[src/rtl/lpc_ctrl_pkg.sv]
// Shared definitions for the Q-channel low-power controller: the state
// encoding that also appears on state_o, and the channel-count limit.
package lpc_ctrl_pkg;

    localparam int STATE_W = 2;
    localparam int MAX_CH  = 16;

    typedef enum logic [STATE_W-1:0] {
        ST_RUN     = 2'd0,
        ST_REQ     = 2'd1,
        ST_STOPPED = 2'd2,
        ST_EXIT    = 2'd3
    } state_t;

endpackage

[src/rtl/lpc_sync2.sv]
// Two-flop synchronizer of parameterised width. The reset value is a
// parameter so each bus can come out of reset at its idle level.
module lpc_sync2 #(
    parameter int               WIDTH   = 1,
    parameter logic [WIDTH-1:0] RST_VAL = '0
) (
    input  logic             clk,
    input  logic             reset_n,
    input  logic [WIDTH-1:0] d,
    output logic [WIDTH-1:0] q
);

    logic [WIDTH-1:0] meta;

    // Two-stage capture of the asynchronous input.
    always_ff @(posedge clk or negedge reset_n) begin
        if (!reset_n) begin
            meta <= RST_VAL;
            q    <= RST_VAL;
        end else begin
            meta <= d;
            q    <= meta;
        end
    end

endmodule

[src/rtl/lpc_q_controller.sv]
// Q-channel power controller. It counts idle cycles and then lowers QREQn
// on the participating channels. Once every one of them has accepted, it
// gates the shared clock enable. A wakeup reverses the handshake.
// Optional build macro: LPC_CTRL_WAKE_SYNC_EN adds two-flop synchronizers
// on qactive_i, qacceptn_i and wake_i. Each of these inputs then takes
// two cycles longer to reach the outputs.
//
// state   | meaning
// RUN     | clock running, counting consecutive idle cycles
// REQ     | QREQn low on masked channels, waiting for all accepts
// STOPPED | all masked channels accepted, clock gated
// EXIT    | QREQn released, waiting for all masked accepts to rise
module lpc_q_controller
    import lpc_ctrl_pkg::*;
#(
    parameter int NUM_CH      = 4,
    parameter int IDLE_CYCLES = 16
) (
    input  logic               clk,
    input  logic               reset_n,
    input  logic [NUM_CH-1:0]  ch_en_i,
    input  logic               wake_i,
    input  logic [NUM_CH-1:0]  qactive_i,
    input  logic [NUM_CH-1:0]  qacceptn_i,
    output logic [NUM_CH-1:0]  qreqn_o,
    output logic               clk_en_o,
    output logic [STATE_W-1:0] state_o
);

    localparam int               CNT_W    = $clog2(IDLE_CYCLES + 1);
    localparam logic [CNT_W-1:0] IDLE_MAX = CNT_W'(IDLE_CYCLES);

    logic [NUM_CH-1:0] qactive;
    logic [NUM_CH-1:0] qacceptn;
    logic              wake;

`ifdef LPC_CTRL_WAKE_SYNC_EN
    lpc_sync2 #(.WIDTH(NUM_CH), .RST_VAL({NUM_CH{1'b0}})) u_sync_qactive (
        .clk(clk), .reset_n(reset_n), .d(qactive_i), .q(qactive)
    );
    lpc_sync2 #(.WIDTH(NUM_CH), .RST_VAL({NUM_CH{1'b1}})) u_sync_qacceptn (
        .clk(clk), .reset_n(reset_n), .d(qacceptn_i), .q(qacceptn)
    );
    lpc_sync2 #(.WIDTH(1), .RST_VAL(1'b0)) u_sync_wake (
        .clk(clk), .reset_n(reset_n), .d(wake_i), .q(wake)
    );
`else
    assign qactive  = qactive_i;
    assign qacceptn = qacceptn_i;
    assign wake     = wake_i;
`endif

    state_t            state;
    state_t            state_nx;
    logic [CNT_W-1:0]  cnt;
    logic [CNT_W-1:0]  cnt_nx;
    logic [NUM_CH-1:0] mask;
    logic [NUM_CH-1:0] mask_nx;
    logic [NUM_CH-1:0] qreqn_nx;
    logic              clk_en_nx;

    logic active;
    logic wakeup;
    logic all_accepted;
    logic all_released;

    // In RUN the live enables decide participation. After RUN the mask
    // latched at request entry decides it.
    assign active       = |(qactive & ((state == ST_RUN) ? ch_en_i : mask));
    assign wakeup       = active | wake;
    assign all_accepted = ((qacceptn & mask) == '0);
    assign all_released = ((qacceptn & mask) == mask);

    // State, idle counter, mask and registered outputs.
    always_ff @(posedge clk or negedge reset_n) begin
        if (!reset_n) begin
            state    <= ST_RUN;
            cnt      <= '0;
            mask     <= '0;
            qreqn_o  <= '1;
            clk_en_o <= 1'b1;
        end else begin
            state    <= state_nx;
            cnt      <= cnt_nx;
            mask     <= mask_nx;
            qreqn_o  <= qreqn_nx;
            clk_en_o <= clk_en_nx;
        end
    end

    // Next-state decision. REQ has no deny path. A wakeup seen there only
    // steers the exit once all accepts are in.
    always_comb begin
        state_nx = state;
        case (state)
            ST_RUN:     if (cnt == IDLE_MAX && ch_en_i != '0) state_nx = ST_REQ;
            ST_REQ:     if (all_accepted) state_nx = wakeup ? ST_EXIT : ST_STOPPED;
            ST_STOPPED: if (wakeup) state_nx = ST_EXIT;
            ST_EXIT:    if (all_released) state_nx = ST_RUN;
            default:    state_nx = ST_RUN;
        endcase
    end

    // Next values for the counter, the mask and the outputs. The outputs
    // are derived from the next state so they change on the same edge as
    // the state does.
    always_comb begin
        mask_nx   = mask;
        cnt_nx    = '0;
        qreqn_nx  = '1;
        clk_en_nx = 1'b1;
        if (state == ST_RUN && state_nx == ST_REQ) begin
            mask_nx = ch_en_i;
        end
        if (state == ST_RUN && state_nx == ST_RUN && !wakeup) begin
            cnt_nx = (cnt == IDLE_MAX) ? cnt : cnt + CNT_W'(1);
        end
        if (state_nx == ST_REQ || state_nx == ST_STOPPED) begin
            qreqn_nx = ~mask_nx;
        end
        if (state_nx == ST_STOPPED) begin
            clk_en_nx = 1'b0;
        end
    end

    assign state_o = state;

endmodule

[config.mk]
export PLATFORM = sky130hd
export DESIGN_NAME = lpc_q_controller
export DESIGN_NICKNAME = d
export VERILOG_FILES = /design/src/rtl/lpc_ctrl_pkg.sv /design/src/rtl/lpc_sync2.sv /design/src/rtl/lpc_q_controller.sv
export SDC_FILE = /design/constraint.sdc
export NUM_CORES = 1
export LEC_CHECK = 0
export CORE_UTILIZATION = 50
export DETAILED_ROUTE_END_ITERATION = 10
export HOLD_SLACK_MARGIN = 0.1
export PLACE_DENSITY_LB_ADDON = 0.12
export SLEW_MARGIN = 20
export SYNTH_ARGS = -nofsm -noshare
export SYNTH_HDL_FRONTEND = slang
export SYNTH_SLANG_ARGS = --single-unit
[constraint.sdc]
create_clock -name clk -period 5.25 [get_ports clk]
set_clock_uncertainty 0.15 [all_clocks]
set_input_delay 0.525 -clock clk [delete_from_list [all_inputs] [get_ports clk]]
set_output_delay 0.525 -clock clk [all_outputs]
set_load 0.01 [all_outputs]
==> summary.md, run 1 <==
| Metric | Value |
|---|---|
| Status | `finished, violations left` |
| Failing checks | `design-rule violations` |
| Synth cell types | `29` |
| Sink Count | `16` |
| Site Rows | `14` |
| Clock buffer depth | `2` |
| DRC viols | `2` |
| Max VDD drop | `0.000165 V` |
| CTS H-Tree Depth | `1` |
| Area growth from synthesis to layout | `30.9%` |
| RSZ-0062 raised after global routing | `no` |
| Synth warn | `0` |
| Pins over their slew limit | `0` |
| Cts repair resizes | `0` |
| Period minus WS final | `about 2.7 ns` |
| GRT Total Usage | `a little over a fifth` |
| DRT Pass-1 Iters | `7` |
| Avg Cell Area, Syn | `roughly 11 µm²` |
| # Post-CTS Setup Buffers | `0` |
| Pwr Density | `198 nW/µm²` |
| Skew-Pair Late Insertion Delay | `0.28 ns` |
| Post-synth top area cell | `dfrtp_1` |
| Total gr overflow | `0` |
| Final hold viol count | `0` |
| Worst slack, placed | `2.29 ns` |
| Final WL | `1660 µm` |
| Post-Syn Nets | `96` |
| Sequential cell area fraction in the yosys report | `47.1%` |
| Critical Path Fanout Max | `4` |
| Crit path launch type | `primary input` |
| Post-Layout Cell Count | `117` |
| Antenna violations before repair | `0` |
| Top-area cell type share of the netlist area | `31.9%` |
| Port Buffer Count | `21` |
| Gate Count Post-Synth | `76` |
| Hold Path Class | `register to register` |
| # setup viols final | `0` |
| Fmax | `0.372 GHz` |
| Starting Density | `55.4%` |
| WP data arrival | `2.76 ns` |
| Filler cells | `between 100 and 150` |
| Final period util | `between 50% and 60%` |
| Top post-synthesis cells by area | `dfrtp_1 32%, dfstp_2 15%, ha_1 7.2%` |
| DR iter-0 viols | `29` |
| P_leak | `0.472 nW` |
| Share of layout cells above drive strength 1 | `between 10% and 20%` |
| Hold Buf Count CTS | `0` |
| Pin count of the biggest net entering global routing | `17` |
| Setup crit end kind | `register` |
| CTS buffer count | `3` |
| Vias after detailed routing | `~670` |
| Inst Count DP | `approximately 110` |
| Layout net count | `122` |
| Flops & latches, synth | `16` |
| Worst slew margin | `54.8%` |
| Ant diodes | `0` |
| First-pass GRT wire length | `about 2800 µm` |
| Die area | `1900 µm²` |
| DP HPWL | `1310 µm` |
| Core area | `1560 µm²` |
| CTS tree | `yes` |
| Die height | `43.6 µm` |
| CP Class | `primary input to register` |
| Post-DR wirelength/cell | `around 14 µm` |
| Mapped Area | `863 µm²` |
| Die width | `about 44 µm` |
| Worst-path clk slew | `0.09 ns` |
| Max Cap Viol | `0` |
| Antenna-violating nets left | `0` |
| Clk root buf | `clkbuf_4` |
| Final setup TNS | `0 ns` |
| Io pins | `22` |
| Worst-Margin Slew | `0.676 ns` |
| Worst Path Required | `~5.3 ns` |
| DR vias/cell | `5.70` |
| Routability congestion estimate | `around 0.84` |
| Setup ws final | `2.56 ns` |
| Vias in the first global route | `649` |
critical path, stage by stage:
cell,delay (ns)
clkdlybuf4s50_1,0.48
a222oi_1,0.10
and4b_1,0.24
a21boi_4,0.15
a2111oi_2,0.40
ha_1,0.21
and2_1,0.21
mux2_2,0.38
nand2_1,0.07
per-stage QoR:
stage          total power, mW  area (µm²)  util [%]  hold slack (ns)
6_report                 0.224        1130      72.5            0.395
2_1_floorplan            0.132         863         -           0.0794
5_1_grt                  0.235        1130      72.5            0.460
3_3_place_gp             0.147        1090      70.1            0.378
3_5_place_dp             0.148        1090      70.1            0.383
4_1_cts                  0.229        1130      72.5            0.409
kinds of logic after synthesis:
kind of cell	Yosys count	synth area share, %
flip-flops	16	47.1
AO/OA/AOI/OAI	13	13.6
AND/OR/NAND/NOR	27	19.0
buffers and inverters	6	2.61
adder cells (fa/ha/maj)	5	7.25
multiplexers	5	6.38
XOR/XNOR	4	4.06
sequential cells by signal, summed over array words and instances (netlist names):
| register | flops |
|---|---|
| state_o | 2 |
| mask | 4 |
| clk_en_o | 1 |
| qreqn_o | 4 |
| cnt | 5 |
worst paths after layout:
check                              start    endpoint  slack (ns)  cells past startpoint
max                        qacceptn_i[0]  qreqn_o[1]        2.56                      9
min                               cnt[4]      cnt[4]        0.39                      2
max reg2reg                   state_o[1]  qreqn_o[1]        2.78                      8
min reg2reg                       cnt[4]      cnt[4]        0.39                      2
max in group asynchronous        reset_n     mask[2]        4.02                      1
min in group asynchronous        reset_n  state_o[0]        0.50                      1
cell usage in the layout (no fill, tap or decap):
master            n
clkbuf_4          3
mux2i_1           1
a222oi_1          2
nand4_4           1
clkdlybuf4s50_1  21
a21o_2            2
a22oi_1           2
and4b_1           1
or4_1             1
nand4_1           1
a21boi_4          1
nand3_1           3
nor3b_1           1
and3_1            1
or2_1             1
a2111oi_2         1
a21oi_1           4
clkbuf_8          1
mux2_2            4
dfrtp_1          11
ha_1              5
xor2_1            2
and2_1            1
dfstp_2           5
nor2_1            5
inv_1             6
nand2_1           8
a2111o_1          1
xnor2_1           2
and4bb_2          1
nand2b_1          1
nor3_2            1
where the power goes:
part / internal, mW / switching, mW / leakage [nW]
sequential: 0.124 / 0.000611 / 0.206
clock: 0.0422 / 0.0365 / 0.0210
combinational: 0.0119 / 0.00889 / 0.245
total: 0.178 / 0.0460 / 0.472
Yosys cell counts:
library cell,count
a21oi_1,4
nand3_1,3
or4_1,1
and3_1,1
nand4_1,1
nor3_2,1
or2_1,1
a222oi_1,2
xnor2_1,2
a21boi_4,1
nor3b_1,1
nor2_1,5
and4bb_2,1
a21o_2,2
inv_1,6
a22oi_1,2
a2111oi_2,1
a2111o_1,1
nand2_1,8
nand4_4,1
mux2_2,4
xor2_1,2
mux2i_1,1
and4b_1,1
ha_1,5
nand2b_1,1
dfstp_2,5
and2_1,1
dfrtp_1,11
routing by layer:
metal,GRT usage [%],vias up,part of all wire (%)
met3,6.67,2,5.8
met5,0,-,0
met4,7.50,0,0.84
met2,32.5,24,49
met1,28.0,315,45
li1,-,326,-
cell type report:
cell class	instances	area [µm²]	share of cell area, %
tap	16	20.0	1.77
inverter	6	22.5	1.99
clock buffer	4	36.3	3.21
multi-input combinational	54	434	38.4
timing repair buffer	21	210	18.6
sequential	16	407	36.0
Power figures use the tool's default switching activity.
==> run 2, diff against run 1 <==
CORE_UTILIZATION = 42   (was 50)
clock period = 2.4 ns   (was 5.25 ns; I/O delays follow)
==> summary.md, run 2 (synthesized netlist as in run 1, its figures left out) <==
| Metric | Value |
|---|---|
| Final period util | `95.1%` |
| Die width | `approximately 47 µm` |
| P_leak | `0.518 nW` |
| Pin count of the biggest net entering global routing | `17` |
| First-pass GRT wire length | `2870 µm` |
| DR iter-0 viols | `10` |
| Area growth from synthesis to layout | `42.6%` |
| Most frequent cells in the layout | `21 x clkdlybuf4s50_1, 11 x dfrtp_1, 10 x buf_4, 8 x nand2_1, 6 x inv_1` |
| Top Registers | `cnt: 5 flops, mask: 4 flops, qreqn_o: 4 flops` |
| Total gr overflow | `0` |
| Vias after detailed routing | `705` |
| Status | `finished, final reports clean` |
| Worst Path Required | `2.46 ns` |
| CTS buffer count | `3` |
| Post-Layout Cell Count | `~140` |
| Post-DR wirelength/cell | `13.3 µm` |
| GRT Total Usage | `19.0%` |
| Final WL | `1830 µm` |
| Max VDD drop | `0.000343 V` |
| Filler cells | `171` |
| DRC viols | `0` |
| CP Class | `primary input to register` |
| Worst slew margin | `between 50% and 60%` |
| Worst slack, placed | `-0.247 ns` |
| Period minus WS final | `2.28 ns` |
| Hold Buf Count CTS | `0` |
| Antenna violations before repair | `0` |
| Sink Count | `16` |
| Vias in the first global route | `673` |
| Share of layout cells above drive strength 1 | `28.8%` |
| DR vias/cell | `5.11` |
| DRT Pass-1 Iters | `4` |
| RSZ-0062 raised after global routing | `no` |
| CTS tree | `yes` |
| Port Buffer Count | `21` |
| Site Rows | `16` |
| Crit-path slowest cell | `or4_1` |
| Sequential cell area | `407 µm²` |
| Layout net count | `132` |
| Ant diodes | `0` |
| Clk root buf | `clkbuf_4` |
| Max Cap Viol | `0` |
| Hold Path Class | `primary input to async pin` |
| Die area | `2240 µm²` |
| Max reg flops | `5` |
| WP data arrival | `2.35 ns` |
| Most common cell after layout, fill and taps aside | `clkdlybuf4s50_1` |
| Biggest register | `cnt` |
| Inst Count DP | `134` |
| Worst-path clk slew | `0.09 ns` |
| CTS H-Tree Depth | `1` |
| Setup crit end kind | `register` |
| Final hold viol count | `0` |
| Sw power | `0.0936 mW` |
| Crit-path cells | `clkdlybuf4s50_1 -> or4_1 -> a21oi_1 -> a2111oi_4 -> ha_1 -> and2_2 -> mux2_2 -> nand2_1` |
| Skew-Pair Late Insertion Delay | `0.27 ns` |
| DP HPWL | `about 1500 µm` |
| Io pins | `22` |
| Flop pwr share | `59.6%` |
| Routability congestion estimate | `0.813` |
| Pins over their slew limit | `0` |
| Worst R2R Path Depth | `8` |
| Antenna-violating nets left | `0` |
| Core area | `1940 µm²` |
| Pwr Density | `approximately 370 nW/µm²` |
| Sw frac | `20.5%` |
| Fmax | `0.438 GHz` |
| Worst-Margin Slew | `0.657 ns` |
| Clk pwr share | `29.8%` |
| Area of the multi-input gates | `457 µm²` |
| Setup ws final | `0.118 ns` |
| CP peak stage delay | `0.53 ns` |
| # setup viols final | `0` |
| Crit path launch type | `primary input` |
| Starting Density | `44.5%` |
| Combinational cell fraction of total power | `around a tenth` |
| Clock buffer depth | `2` |
| Pint | `0.364 mW` |
| Die height | `47.3 µm` |
| Critical Path Fanout Max | `4` |
[run 2: cell count changes in the layout (fill, tap and decap cells not counted)]
cell / previous run / this run
a2111oi_2: 1 / 0
a21oi_2: 0 / 1
a21oi_1: 4 / 3
and2_1: 1 / 0
and2_2: 0 / 1
a2111oi_4: 0 / 1
nor3b_1: 1 / 0
clkbuf_8: 1 / 0
buf_4: 0 / 10
nor3b_2: 0 / 1
clkbuf_1: 0 / 1
[run 2: cell type report]
class / instances / share of cell area, %
Clock buffer: 4 / 2.13
Timing Repair Buffer: 31 / 23.2
Inverter: 6 / 1.83
Multi-Input combinational cell: 54 / 37.1
Sequential cell: 16 / 33.0
Tap cell: 27 / 2.74
[run 2: through the flow]
| step | TNS, ns | area (µm²) | hold WS (ns) | util [%] | total power, mW |
|---|---|---|---|---|---|
| 2_1_floorplan | 0 | 863 | -0.206 | - | 0.289 |
| 3_3_place_gp | -1.62 | 1180 | 0.375 | 60.9 | 0.325 |
| 3_5_place_dp | -2.27 | 1180 | 0.401 | 60.9 | 0.326 |
| 4_1_cts | 0 | 1210 | 0.249 | 62.2 | 0.464 |
| 5_1_grt | 0 | 1230 | 0.267 | 63.4 | 0.485 |
| 6_report | 0 | 1230 | 0.214 | 63.4 | 0.457 |
[run 2: worst max-delay path, delay by kind of cell]
family	cells	cell delay, ns
AOI/OAI and AO/OA	2	0.35
adders and majority gates	1	0.19
buffers and inverters	1	0.46
muxes	1	0.29
and+or+nand+nor	3	0.80
[run 2: power groups by stage]
stage | Combinational [mW] | Sequential, mW | Clock (mW)
after global routing | 0.0533 | 0.273 | 0.159
after floorplan | 0.0119 | 0.277 | 0
after detailed placement | 0.0488 | 0.278 | 0
after global placement | 0.0477 | 0.278 | 0
final | 0.0483 | 0.273 | 0.136
after CTS | 0.0491 | 0.273 | 0.142
[run 2: final timing paths]
check / startpoint / endpoint / slack (ns)
min in group clk: cnt[4] / cnt[4] / 0.42
hold reg to reg: cnt[4] / cnt[4] / 0.42
setup reg to reg: state_o[1] / qreqn_o[0] / 0.14
hold / removal: reset_n / state_o[1] / 0.21
max in group asynchronous: reset_n / mask[1] / 1.46
setup / recovery: ch_en_i[1] / qreqn_o[0] / 0.12
[run 2: timing repair]
action,4_1_cts,5_1_grt
resized for setup,0,4
setup buffers,0,0
endpoints found under the setup margin,0,8
[run 2: metal layers]
metal | vias up | share of wire (%) | track usage, %
li1 | 348 | - | -
met3 | 4 | 3.1 | 4.62
met1 | 340 | 46 | 24.0
met5 | - | 0 | 0
met4 | 0 | 1.6 | 6.86
met2 | 13 | 49 | 31.5
==> run 3, diff against run 2 <==
ABC_CLOCK_PERIOD_IN_PS = 2400   (was default)
==> results of run 3 <==
Final layout, timing and power as in run 2 (identical DEF).
